$ cat config.mk
export PLATFORM = sky130hd
export DESIGN_NAME = lsu_access_seq
export DESIGN_NICKNAME = d
export VERILOG_FILES = /design/src/rtl/lsu_access_seq.sv
export SDC_FILE = /design/constraint.sdc
export NUM_CORES = 1
export LEC_CHECK = 0
export CORE_UTILIZATION = 25
export DETAILED_ROUTE_END_ITERATION = 16
export PLACE_DENSITY = 0.42
export SYNTH_ARGS = -nofsm -noshare
export SYNTH_HDL_FRONTEND = slang
export SYNTH_SLANG_ARGS = --single-unit
$ cat constraint.sdc
create_clock -name i_clk -period 6.3 [get_ports i_clk]
set_input_delay 0.63 -clock i_clk [delete_from_list [all_inputs] [get_ports i_clk]]
set_output_delay 0.63 -clock i_clk [all_outputs]
set_load 0.02 [all_outputs]
$ cat src/rtl/lsu_access_seq.sv
// lsu_access_seq: multi-cycle load/store sequencer between the core and a
// valid/ready data-memory bus.
//
// Takes one load/store (funct3 + byte address) and issues one or two aligned
// word transactions with byte masks. Load data is reassembled from the beat
// buffers and sign/zero-extended. The core is stalled until the DONE cycle.
//
// Build option: LSU_MISALIGN_SPLIT_EN
//   defined   - misaligned accesses are performed; word-crossing ones are
//               split into two beats (REQ1/RSP1).
//   undefined - an address that is not a multiple of the access size is
//               reported through o_err with no bus activity.
//
// Ports:
//   i_clk, i_reset        clock, asynchronous active-high reset
//   i_req/i_wren/i_funct3/i_addr/i_st_data   instruction side, sampled in IDLE
//   o_stall/o_done/o_err/o_ld_data           core handshake and load result
//   o_bus_*/i_bus_rdy     request channel (valid/ready)
//   i_bus_rvld/i_bus_rdata read response channel
module lsu_access_seq (
    input  logic        i_clk,
    input  logic        i_reset,
    input  logic        i_req,
    input  logic        i_wren,
    input  logic [2:0]  i_funct3,
    input  logic [31:0] i_addr,
    input  logic [31:0] i_st_data,
    output logic        o_stall,
    output logic        o_done,
    output logic        o_err,
    output logic [31:0] o_ld_data,
    output logic        o_bus_vld,
    input  logic        i_bus_rdy,
    output logic [31:0] o_bus_addr,
    output logic        o_bus_wren,
    output logic [3:0]  o_bus_bmask,
    output logic [31:0] o_bus_wdata,
    input  logic        i_bus_rvld,
    input  logic [31:0] i_bus_rdata
);

    typedef enum logic [2:0] {IDLE, REQ0, RSP0, REQ1, RSP1, DONE} state_t;

    state_t      state_q, state_d;
    logic [31:0] addr_q, addr_d;
    logic        wren_q, wren_d;
    logic [2:0]  funct3_q, funct3_d;
    logic [1:0]  off_q, off_d;
    logic [7:0]  mask_q, mask_d;
    logic [63:0] wdata_q, wdata_d;
    logic [31:0] buf0_q, buf0_d;
    logic [31:0] buf1_q, buf1_d;
    logic        err_q, err_d;
    logic        cross_q, cross_d;

    // Request decode (only meaningful in IDLE)
    logic [1:0]  off;
    logic [2:0]  size;
    logic        legal_f3;
    logic        req_err;
    logic        req_cross;
    logic [3:0]  m4;
    logic [7:0]  m8;
    logic [31:0] st_trunc;
    logic [63:0] wide_wd;

    always_comb begin
        off  = i_addr[1:0];
        size = 3'd1 << i_funct3[1:0];
        if (i_wren)
            legal_f3 = !i_funct3[2] && (i_funct3[1:0] != 2'b11);
        else
            legal_f3 = (i_funct3[1:0] != 2'b11) && !(i_funct3[2] && i_funct3[1]);
`ifdef LSU_MISALIGN_SPLIT_EN
        req_err   = !legal_f3;
        req_cross = (3'({1'b0, off}) + size) > 3'd4;
`else
        // size 2 needs off[0]==0, size 4 needs off==0
        req_err   = !legal_f3 || (i_funct3[0] && off[0]) || (i_funct3[1] && (off != 2'b00));
        req_cross = 1'b0;
`endif
        m4 = 4'((5'd1 << size) - 5'd1);
        m8 = {4'b0000, m4} << off;
        case (i_funct3[1:0])
            2'b00:   st_trunc = {24'h0, i_st_data[7:0]};
            2'b01:   st_trunc = {16'h0, i_st_data[15:0]};
            default: st_trunc = i_st_data;
        endcase
        wide_wd = {32'h0, st_trunc} << {off, 3'b000};
    end

    // Next state
    always_comb begin
        state_d  = state_q;
        addr_d   = addr_q;
        wren_d   = wren_q;
        funct3_d = funct3_q;
        off_d    = off_q;
        mask_d   = mask_q;
        wdata_d  = wdata_q;
        buf0_d   = buf0_q;
        buf1_d   = buf1_q;
        err_d    = err_q;
        cross_d  = cross_q;
        case (state_q)
            IDLE: if (i_req) begin
                addr_d   = {i_addr[31:2], 2'b00};
                wren_d   = i_wren;
                funct3_d = i_funct3;
                off_d    = off;
                mask_d   = m8;
                wdata_d  = wide_wd;
                cross_d  = req_cross;
                err_d    = req_err;
                buf0_d   = 32'h0;
                buf1_d   = 32'h0;
                state_d  = req_err ? DONE : REQ0;
            end
            REQ0: if (i_bus_rdy)
                state_d = wren_q ? (cross_q ? REQ1 : DONE) : RSP0;
            RSP0: if (i_bus_rvld) begin
                buf0_d  = i_bus_rdata;
                state_d = cross_q ? REQ1 : DONE;
            end
            REQ1: if (i_bus_rdy)
                state_d = wren_q ? DONE : RSP1;
            RSP1: if (i_bus_rvld) begin
                buf1_d  = i_bus_rdata;
                state_d = DONE;
            end
            DONE: begin
                err_d   = 1'b0;
                state_d = IDLE;
            end
            default: state_d = IDLE;
        endcase
    end

    always_ff @(posedge i_clk or posedge i_reset) begin
        if (i_reset) begin
            state_q  <= IDLE;
            addr_q   <= 32'h0;
            wren_q   <= 1'b0;
            funct3_q <= 3'b000;
            off_q    <= 2'b00;
            mask_q   <= 8'h0;
            wdata_q  <= 64'h0;
            buf0_q   <= 32'h0;
            buf1_q   <= 32'h0;
            err_q    <= 1'b0;
            cross_q  <= 1'b0;
        end else begin
            state_q  <= state_d;
            addr_q   <= addr_d;
            wren_q   <= wren_d;
            funct3_q <= funct3_d;
            off_q    <= off_d;
            mask_q   <= mask_d;
            wdata_q  <= wdata_d;
            buf0_q   <= buf0_d;
            buf1_q   <= buf1_d;
            err_q    <= err_d;
            cross_q  <= cross_d;
        end
    end

    // Outputs: all decoded from registered state, so an async reset clears
    // the bus request in the same cycle.
    logic        beat1;
    logic [63:0] shifted;
    logic [31:0] lo;
    logic        sx;
    logic [31:0] ext;

    always_comb begin
        beat1       = (state_q == REQ1);
        o_bus_vld   = (state_q == REQ0) || beat1;
        o_bus_addr  = o_bus_vld ? (beat1 ? addr_q + 32'd4 : addr_q) : 32'h0;
        o_bus_wren  = o_bus_vld && wren_q;
        o_bus_bmask = o_bus_vld ? (beat1 ? mask_q[7:4] : mask_q[3:0]) : 4'h0;
        o_bus_wdata = o_bus_vld ? (beat1 ? wdata_q[63:32] : wdata_q[31:0]) : 32'h0;

        // IDLE stall is combinational so the core holds on the request cycle
        o_stall = ((state_q == IDLE) && i_req && !i_reset) ||
                  (state_q == REQ0) || (state_q == RSP0) ||
                  (state_q == REQ1) || (state_q == RSP1);
        o_done  = (state_q == DONE);
        o_err   = o_done && err_q;

        shifted = {buf1_q, buf0_q} >> {off_q, 3'b000};
        lo      = shifted[31:0];
        sx      = !funct3_q[2];
        case (funct3_q[1:0])
            2'b00:   ext = {{24{sx && lo[7]}}, lo[7:0]};
            2'b01:   ext = {{16{sx && lo[15]}}, lo[15:0]};
            default: ext = lo;
        endcase
        o_ld_data = (o_done && !wren_q && !err_q) ? ext : 32'h0;
    end

endmodule
==> After elaboration in Yosys (flattened, before gate mapping) <==
Cells that the tools add are included.
{ "totals": {"word_cells": 94, "regBits": 176, "inputBits": 105} }
{ "op_classes": {"reduce_logical": 40, "muxes": 24, "shifts": 5, "n_eq_ne": 13, "add_sub_neg": 2} }
{ "op_table": {"columns": ["operator", "count"], "rows": [
  ["$pmux 32 s2", 4],
  ["$mux 32", 7],
  ["$shl 32x5->64", 1],
  ["$shr 64x5->32", 1],
  ["$add 32x3->32 const B", 1],
  ["$mux 3", 6],
  ["$logic_and 1x1->1", 13],
  ["$ne 2x2->1 const B", 6],
  ["$pmux 3 s4", 1],
  ["$mux 4", 2],
  ["$reduce_bool 2->1", 4],
  ["$shl 4x2->8", 1],
  ["$logic_not 1->1", 7],
  ["$logic_or 1x1->1", 7],
  ["$eq 3x2->1 const B", 2],
  ["$eq 3x3->1 const B", 2],
  ["$reduce_and 3->1", 2],
  ["$reduce_and 5->1", 1],
  ["$eq 2x1->1 const B", 2],
  ["$logic_not 2->1", 2],
  ["$reduce_and 2->1", 2],
  ["$shl 1x3->4 const A", 1],
  ["$sub 4x1->4 const B", 1],
  ["$eq 3x1->1 const B", 1],
  ["other kinds (5)", 7]
]} }

==> Depth between registers and ports, before layout <==
Gate-level depths: netlist of run 1.
{ "logic_depth": {"word_depth": 10, "mapped_depth": 9, "depth_no_buf": 6} }

==> Least setup slack after synthesis of run 1 <==
No wires, ideal clock.
{ "synth_timing": {"path_type": "input to output", "start": "in i_reset", "end": "out o_stall", "required_ps": 5670, "stages": 3, "path_slack_ps": 946, "arrival_time_ps": 4724, "cell_sequence": "inv_1 a211oi_1 a21oi_1"} }
{ "synth_between": {"elab_chain_cells": 6} }
{ "synth_lines": {"columns": ["item", "line", "source"], "rows": [
  ["start, declared", "22", "input logic i_reset,"],
  ["$logic_not 1->1", "184", "o_stall = ((state_q == IDLE) && i_req && !i_reset) ||"],
  ["$logic_and 1x1->1", "184", null],
  ["$logic_or 1x1->1", "184", null],
  ["$logic_or 1x1->1 (2 in series)", "185", "(state_q == REQ0) || (state_q == RSP0) ||"],
  ["$logic_or 1x1->1", "186", "(state_q == REQ1) || (state_q == RSP1);"],
  ["end, declared", "28", "output logic o_stall,"]
]} }
Every way passes these cells.

==> Worst setup path in the final report of run 1 <==
{ "layout_timing": {"start": "reg off_q[1]", "end": "out o_ld_data[20]"} }
{ "layout_between": {"elab_chain_cells": 4} }
{ "layout_lines": {"columns": ["item", "line", "source"], "rows": [
  ["start, declared", "48", "logic [1:0] off_q, off_d;"],
  ["start signal, assigned", "145", "off_q <= 2'b00;"],
  ["start signal, assigned", "157", "off_q <= off_d;"],
  ["$shr 64x5->32 (*)", "190", "shifted = {buf1_q, buf0_q} >> {off_q, 3'b000};"],
  ["$logic_and 1x1->1 (on tied branches)", "195, 194", null],
  ["$pmux 32 s2 (*)", "193", "case (funct3_q[1:0])"],
  ["$mux 32 (*)", "198", "o_ld_data = (o_done && !wren_q && !err_q) ? ext : 32'h0;"],
  ["end, declared", "31", "output logic [31:0] o_ld_data,"]
]} }
Mark *: on every way between the ends. The rest lies on a longest branch, timed or not.

==> results of run 1 <==
-- area by class of cell --
| cell class | instances | area share, % |
|---|---|---|
| clock buffer | 23 | 3.828 |
| clock inverter | 9 | 0.9008 |
| inverter | 20 | 0.6551 |
| multi-input combinational | 840 | 39.53 |
| sequential | 159 | 32.58 |
| tap | 468 | 4.791 |
| timing repair buffer | 220 | 17.71 |
-- sequential cells by signal, summed over array words and instances, names as in the netlist, 2 cells and up --
| signal | count |
|---|---|
| buf1_q | 24 |
| state_q | 3 |
| off_q | 2 |
| mask_q | 7 |
| funct3_q | 3 |
| addr_q | 30 |
| buf0_q | 32 |
| wdata_q | 56 |
-- worst paths after layout --
kind	from	to	slack (ps)	cells after the start
worst min-delay path	buf0_q[13]$_DFFE_PP0P_	buf0_q[13]$_DFFE_PP0P_	470	2
worst min register to register	buf0_q[13]$_DFFE_PP0P_	buf0_q[13]$_DFFE_PP0P_	470	2
max in group asynchronous	i_reset	off_q[1]$_DFFE_PP0N_	4430	3
min in group asynchronous	i_reset	buf0_q[20]$_DFFE_PP0P_	640	2
worst max register to register	state_q[1]$_DFFE_PP0P_	mask_q[4]$_DFFE_PP0N_	3230	6
worst max-delay path	off_q[1]$_DFFE_PP0N_	o_ld_data[20]	2180	5
-- placed cells by master (no fill, tap or decap), drive strengths merged, types with 16 or more instances in the layout --
cell type	netlist	routed
clkdlybuf4s50	0	206
dfrtp	159	159
o21ai	81	81
nor3	16	16
a22o	16	16
a21oi	48	48
clkbuf	61	23
o31ai	23	23
inv	20	20
mux2	17	17
nand3	53	53
nor2	68	68
mux2i	66	66
nand2	305	305
-- power by group through the flow --
stage	sequential [mW]	clock, mW	combinational [mW]
floorplan	1.67	0	1.48
global placement	1.91	0	2.06
detailed placement	1.91	0	2.07
CTS	1.90	1.08	2.07
global route	1.97	1.12	2.26
finish	1.90	1.05	2.03
-- per-stage QoR --
| stage | hold WS, ps | util, % |
|---|---|---|
| final | 465.2 | 33.55 |
| after global routing | 485.3 | 33.55 |
| after CTS | 469.0 | 33.55 |
| after detailed placement | 455.2 | 31.96 |
| after global placement | 449.2 | 31.96 |
| after floorplan | 434.8 | - |
-- per-layer routing --
| metal | track usage, % | share of wire, % |
|---|---|---|
| met3 | 2.974 | 4.0 |
| met1 | 23.95 | 47 |
| met2 | 29.02 | 47 |
| met5 | 0 | 0.039 |
| met4 | 4.644 | 1.5 |
-- kinds of logic (layout without fill, tap and decap cells) --
| family | after synthesis | count (layout) |
|---|---|---|
| AND/OR/NAND/NOR | 515 | 515 |
| other | 1 | 2 |
| XOR/XNOR | 13 | 13 |
| flip-flops | 159 | 159 |
| buffers and inverters | 108 | 272 |
| multiplexers | 83 | 83 |
| adder cells (fa/ha/maj) | 7 | 7 |
| AO/OA/AOI/OAI | 220 | 220 |
-- cells in the mapped netlist, types with 2 or more instances --
cell	instances	area, um^2
a21oi_1	48	240.2
dfrtp_1	159	3979
or2_2	9	56.30
nand4_4	2	42.54
or3_2	2	15.01
o21ai_0	81	405.4
a221o_1	8	80.08
nor3_1	15	75.07
nor4_1	2	12.51
nand4_1	7	43.79
and2_1	12	75.07
buf_2	13	65.06
buf_6	5	56.30
nand2b_1	3	18.77
and4_1	5	43.79
a2bb2oi_1	8	70.07
nor2b_1	2	12.51
or3_1	8	50.05
o211ai_1	7	52.55
or4_1	7	52.55
a22o_1	16	140.1
buf_1	7	26.28
xnor2_1	5	43.79
mux2i_1	66	660.6
a32oi_1	8	70.07
xor2_1	8	70.07
o31ai_1	23	172.7
nand2_1	305	1145
ha_1	7	87.58
inv_1	20	75.07
and3_1	2	12.51
nor3b_1	2	15.01
o311ai_0	2	17.52
a211oi_1	2	15.01
o41ai_1	2	17.52
nor2_1	67	251.5
a31oi_1	2	12.51
mux2_2	17	191.4
buf_4	2	15.01
nand3_1	53	265.3
nand3b_1	2	15.01
o21a_1	4	30.03
clkbuf_1	61	229.0
-- critical path, stage by stage, from the launching register on --
cell,delay [ps]
dfrtp_2,1080
mux2_2,450
a222oi_1,400
or4_1,380
o21ai_0,170
clkdlybuf4s50_1,570
==> impl_metrics.tcl, run 1 <==
set metrics [dict create \
    status "finished clean" \
    pwr-share-seq_pct 38.1 \
    dr.pass1.iters 5 \
    drive_gt1_share_pct 7.160 \
    syn_to_final_growth_pct 32.37 \
    insertion_delay_ps 430 \
    drt_iter0_markers 459 \
    routed_wl_mm 33.39 \
    crit_required_ps 5670 \
    grt_pass1_vias 8411 \
    htree_levels 4 \
    skew_ps 11.42 \
    netSwitchingFraction_pct 42.34 \
    ant_nets 0 \
    synthFlopType "dfrtp_1" \
    total_power_mw 4.978 \
    finalWeightedCongestion 0.7982 \
    path_clk_slew_ps 60 \
    viasPerCell 4.834 \
    grt_usage_pct 17.67 \
    setup_tns_ps 0 \
    antenna_found_initial 1 \
    cts_tree "done" \
    nets 1370 \
    worstHoldPathType "reg2reg" \
    critPathMaxFanout 41 \
    diodes 0 \
    placed_area_mm2 0.01164 \
    core_mm2 0.03643 \
    synth_xor_area_share_pct 1.233 \
    die_area_mm2 0.03771 \
    grt_pass1_wl_mm 51.14 \
    postCtsHoldBufs 0 \
    power_frac_comb_pct 40.8 \
    crit_arrival_ps 3490 \
    leakagePower_nw 5.146 \
    ys_async_sr_fraction_pct 100.0 \
    cts_root_buffer "clkbuf_16" \
    grt-ovfl-total 0 \
    worst_slack_ps 2184 \
    multi_input_area_mm2 0.004832 \
    post_drt_wl_per_cell_um 19.20 \
    ios 210 \
    hold_viol_final 0 \
    die_h_um 194.2 \
    ctsResizeCount 0 \
    syn_inst 1106 \
    hpwl_mm 23.47 \
    synth_top_family_by_area "simple AND/OR/NAND/NOR gates" \
    intPower_mw 2.870 \
    critPathCaptureType "output pin" \
    seqCellArea_mm2 0.003983 \
    cts_buffer_depth 2 \
    clock.fmax_mhz 243.0 \
    tightestPinTransition_ps 1123 \
    die_w_um 194.2 \
    yosys.area_share.adder_pct 0.9485 \
    avgSynthCellArea_um2 8.349 \
    setup_viol 0 \
    yosys.area_share.simple_pct 25.14 \
    instances_no_fill 1739 \
    final_max_slew_viol_count 0 \
    slew_headroom_pct 24.96 \
    port_buffers 207 \
    worst_setup_path_start_kind "flop" \
    placed_cells 1707 \
    ys_seq_elements 159 \
    cts.sinks 159 \
    dp_slack_ps 2647 \
    timing.final.crit_share_pct 65.33 \
    drv_cap 0 \
    period_minus_slack_ps 4116 \
    cts_buffers 17 \
    cts_setup_buffers 0 \
    synth_cell_type_count 63 \
    stdcell_area_mm2 0.01222 \
    synth_edf_count 0 \
    synth.cell_area_mm2 0.009234 \
    via_count 8406 \
    p_per_area_mw_per_mm2 407.2 \
    drcViolationCount 0 \
    rsz0062_at_grt "false" \
    rows 70 \
    initial_core_util_pct 25.34 \
    ys_seq_area_share_pct 43.09 \
    critical_path_class "reg2out" \
    irDropWorstVdd_uv 198.7 \
    synthMuxAreaShare_pct 9.228 \
    p_switching_mw 2.108 \
    fillers 3851 \
    pwr-share-clk_pct 21.1 \
    grt_start_max_net_pins 73 \
    synth_compound_area_share_pct 15.27 \
    ys_warn_count 0 \
]
Note: power is estimated with default switching activity, not from simulation.
==> run 2, diff against run 1 <==
Clock period 6.3 ns to 3.92 ns, I/O delays scaled along.
==> impl_metrics.tcl, run 2 (synthesis results as in run 1) <==
set metrics [dict create \
    status "finished clean" \
    dp_slack_ps 660.9 \
    top_register "wdata_q" \
    startpoint "state_q[0]$_DFFE_PP0P_" \
    via_count 8505 \
    tightestPinTransition_ps 858.3 \
    critPathCaptureType "output pin" \
    slew_headroom_pct 42.57 \
    final_max_slew_viol_count 0 \
    grt_pass1_vias 8602 \
    drcViolationCount 0 \
    met1_usage_pct 23.88 \
    grt_pass1_wl_mm 51.94 \
    grt-ovfl-total 0 \
    clock.fmax_mhz 271.9 \
    core_mm2 0.03643 \
    globalRouteMet3Util_pct 3.722 \
    largest_register_ffs 56 \
    cts_root_buffer "clkbuf_16" \
    grt_usage_pct 17.97 \
    insertion_delay_ps 430 \
    period_minus_slack_ps 3678 \
    nets 1380 \
    crit_required_ps 3530 \
    drv_cap 0 \
    setup_tns_ps 0 \
    irDropWorstVdd_uv 328.4 \
    post_drt_wl_per_cell_um 18.98 \
    worst_slack_ps 242.0 \
    die_area_mm2 0.03771 \
    r2r-start "state_q[0]$_DFFE_PP0P_" \
    critPathMaxFanout 18 \
    cts_tree "done" \
    ant_nets 0 \
    crit_arrival_ps 3290 \
    grt_start_max_net_pins 121 \
    instances_no_fill 1750 \
    final_common_cell "nand2_1" \
    port_buffers 207 \
    p_per_area_mw_per_mm2 647.6 \
    top_regs "wdata_q (56), buf0_q (32), addr_q (30)" \
    timing.final.crit_share_pct 93.83 \
    setup_viol 0 \
    dr.pass1.iters 5 \
    critical_path_class "reg2out" \
    cts.sinks 159 \
    worstHoldPathType "reg2reg" \
    leakagePower_nw 5.180 \
    drt_iter0_markers 507 \
    ios 210 \
    die_w_um 194.2 \
    rsz0062_at_grt "false" \
    cts_buffers 17 \
    antenna_found_initial 2 \
    finalWeightedCongestion 0.8138 \
    initial_core_util_pct 25.34 \
    mostFrequentLayoutCells "nand2_1 (305), clkdlybuf4s50_1 (206), dfrtp_1 (155)" \
    worst_setup_path_start_kind "flop" \
    cts_setup_buffers 0 \
    syn_to_final_growth_pct 32.98 \
    rows 70 \
    path_clk_slew_ps 70 \
    routed_wl_mm 33.22 \
    die_h_um 194.2 \
    hold_start "buf0_q[3]$_DFFE_PP0P_" \
    viasPerCell 4.860 \
    htree_levels 4 \
    hpwl_mm 23.64 \
    fin_hold_ws_ps 466.4 \
    grtUsageMet2_pct 29.46 \
    placed_cells 1717 \
    busiest_layer "met2" \
    cts_buffer_depth 2 \
    hold_viol_final 0 \
    skew_ps 11.59 \
    drive_gt1_share_pct 7.963 \
]
## run 2: layout make-up
cell class                      count  area, um^2
Tap cell                          468       585.6
Timing Repair Buffer              230        2252
Clock inverter                     10       90.09
Inverter                           20       78.83
Antenna cell                        1       2.502
Fill cell                        3880       24160
Sequential cell                   159        3984
Multi-Input combinational cell    840        4832
Clock buffer                       22       454.2
## run 2: where the power goes
group / leakage [nW] / switching (mW) / internal (mW) / total (mW)
clock network: 0.260 / 0.724 / 0.889 / 1.61
registers: 2.10 / 0.649 / 2.30 / 2.95
logic: 2.82 / 2.01 / 1.38 / 3.39
## run 2: what timing repair did
item,in CTS,in global routing
setup endpoints to repair,0,1
hold buffers,0,0
gates resized for setup,0,1
## run 2: stage by stage
stage	power, mW	utilization, %	instance area, um^2
5_1_grt	8.572	33.70	12280
6_report	7.952	33.70	12280
3_3_place_gp	6.429	32.20	11730
3_5_place_dp	6.441	32.20	11730
4_1_cts	8.087	33.69	12280
2_1_floorplan	5.076	-	9241
## run 2: worst paths after layout
path,endpoint,slack (ps),cells after the start
max reg2reg,wdata_q[37]$_DFFE_PP0N_,1340,4
min reg2reg,buf0_q[3]$_DFFE_PP0P_,470,2
max in group asynchronous,state_q[1]$_DFFE_PP0P_,2180,4
min in group asynchronous,addr_q[31]$_DFFE_PP0N_,550,3
min,buf0_q[3]$_DFFE_PP0P_,470,2
max,o_ld_data[20],240,6
## run 2: layer usage
layer | wire, um | part of all wire, %
met3 | 1484 | 4.5
met5 | 13 | 0.039
met4 | 580 | 1.7
met2 | 15800 | 48
met1 | 15350 | 46
## run 2: critical path, stage by stage (launching register included)
cell and delay, ps:
dfrtp_1 660, nand3b_1 200, or3_1 350, buf_4 210, or4_1 620, o21ai_0 170
clkdlybuf4s50_1 640
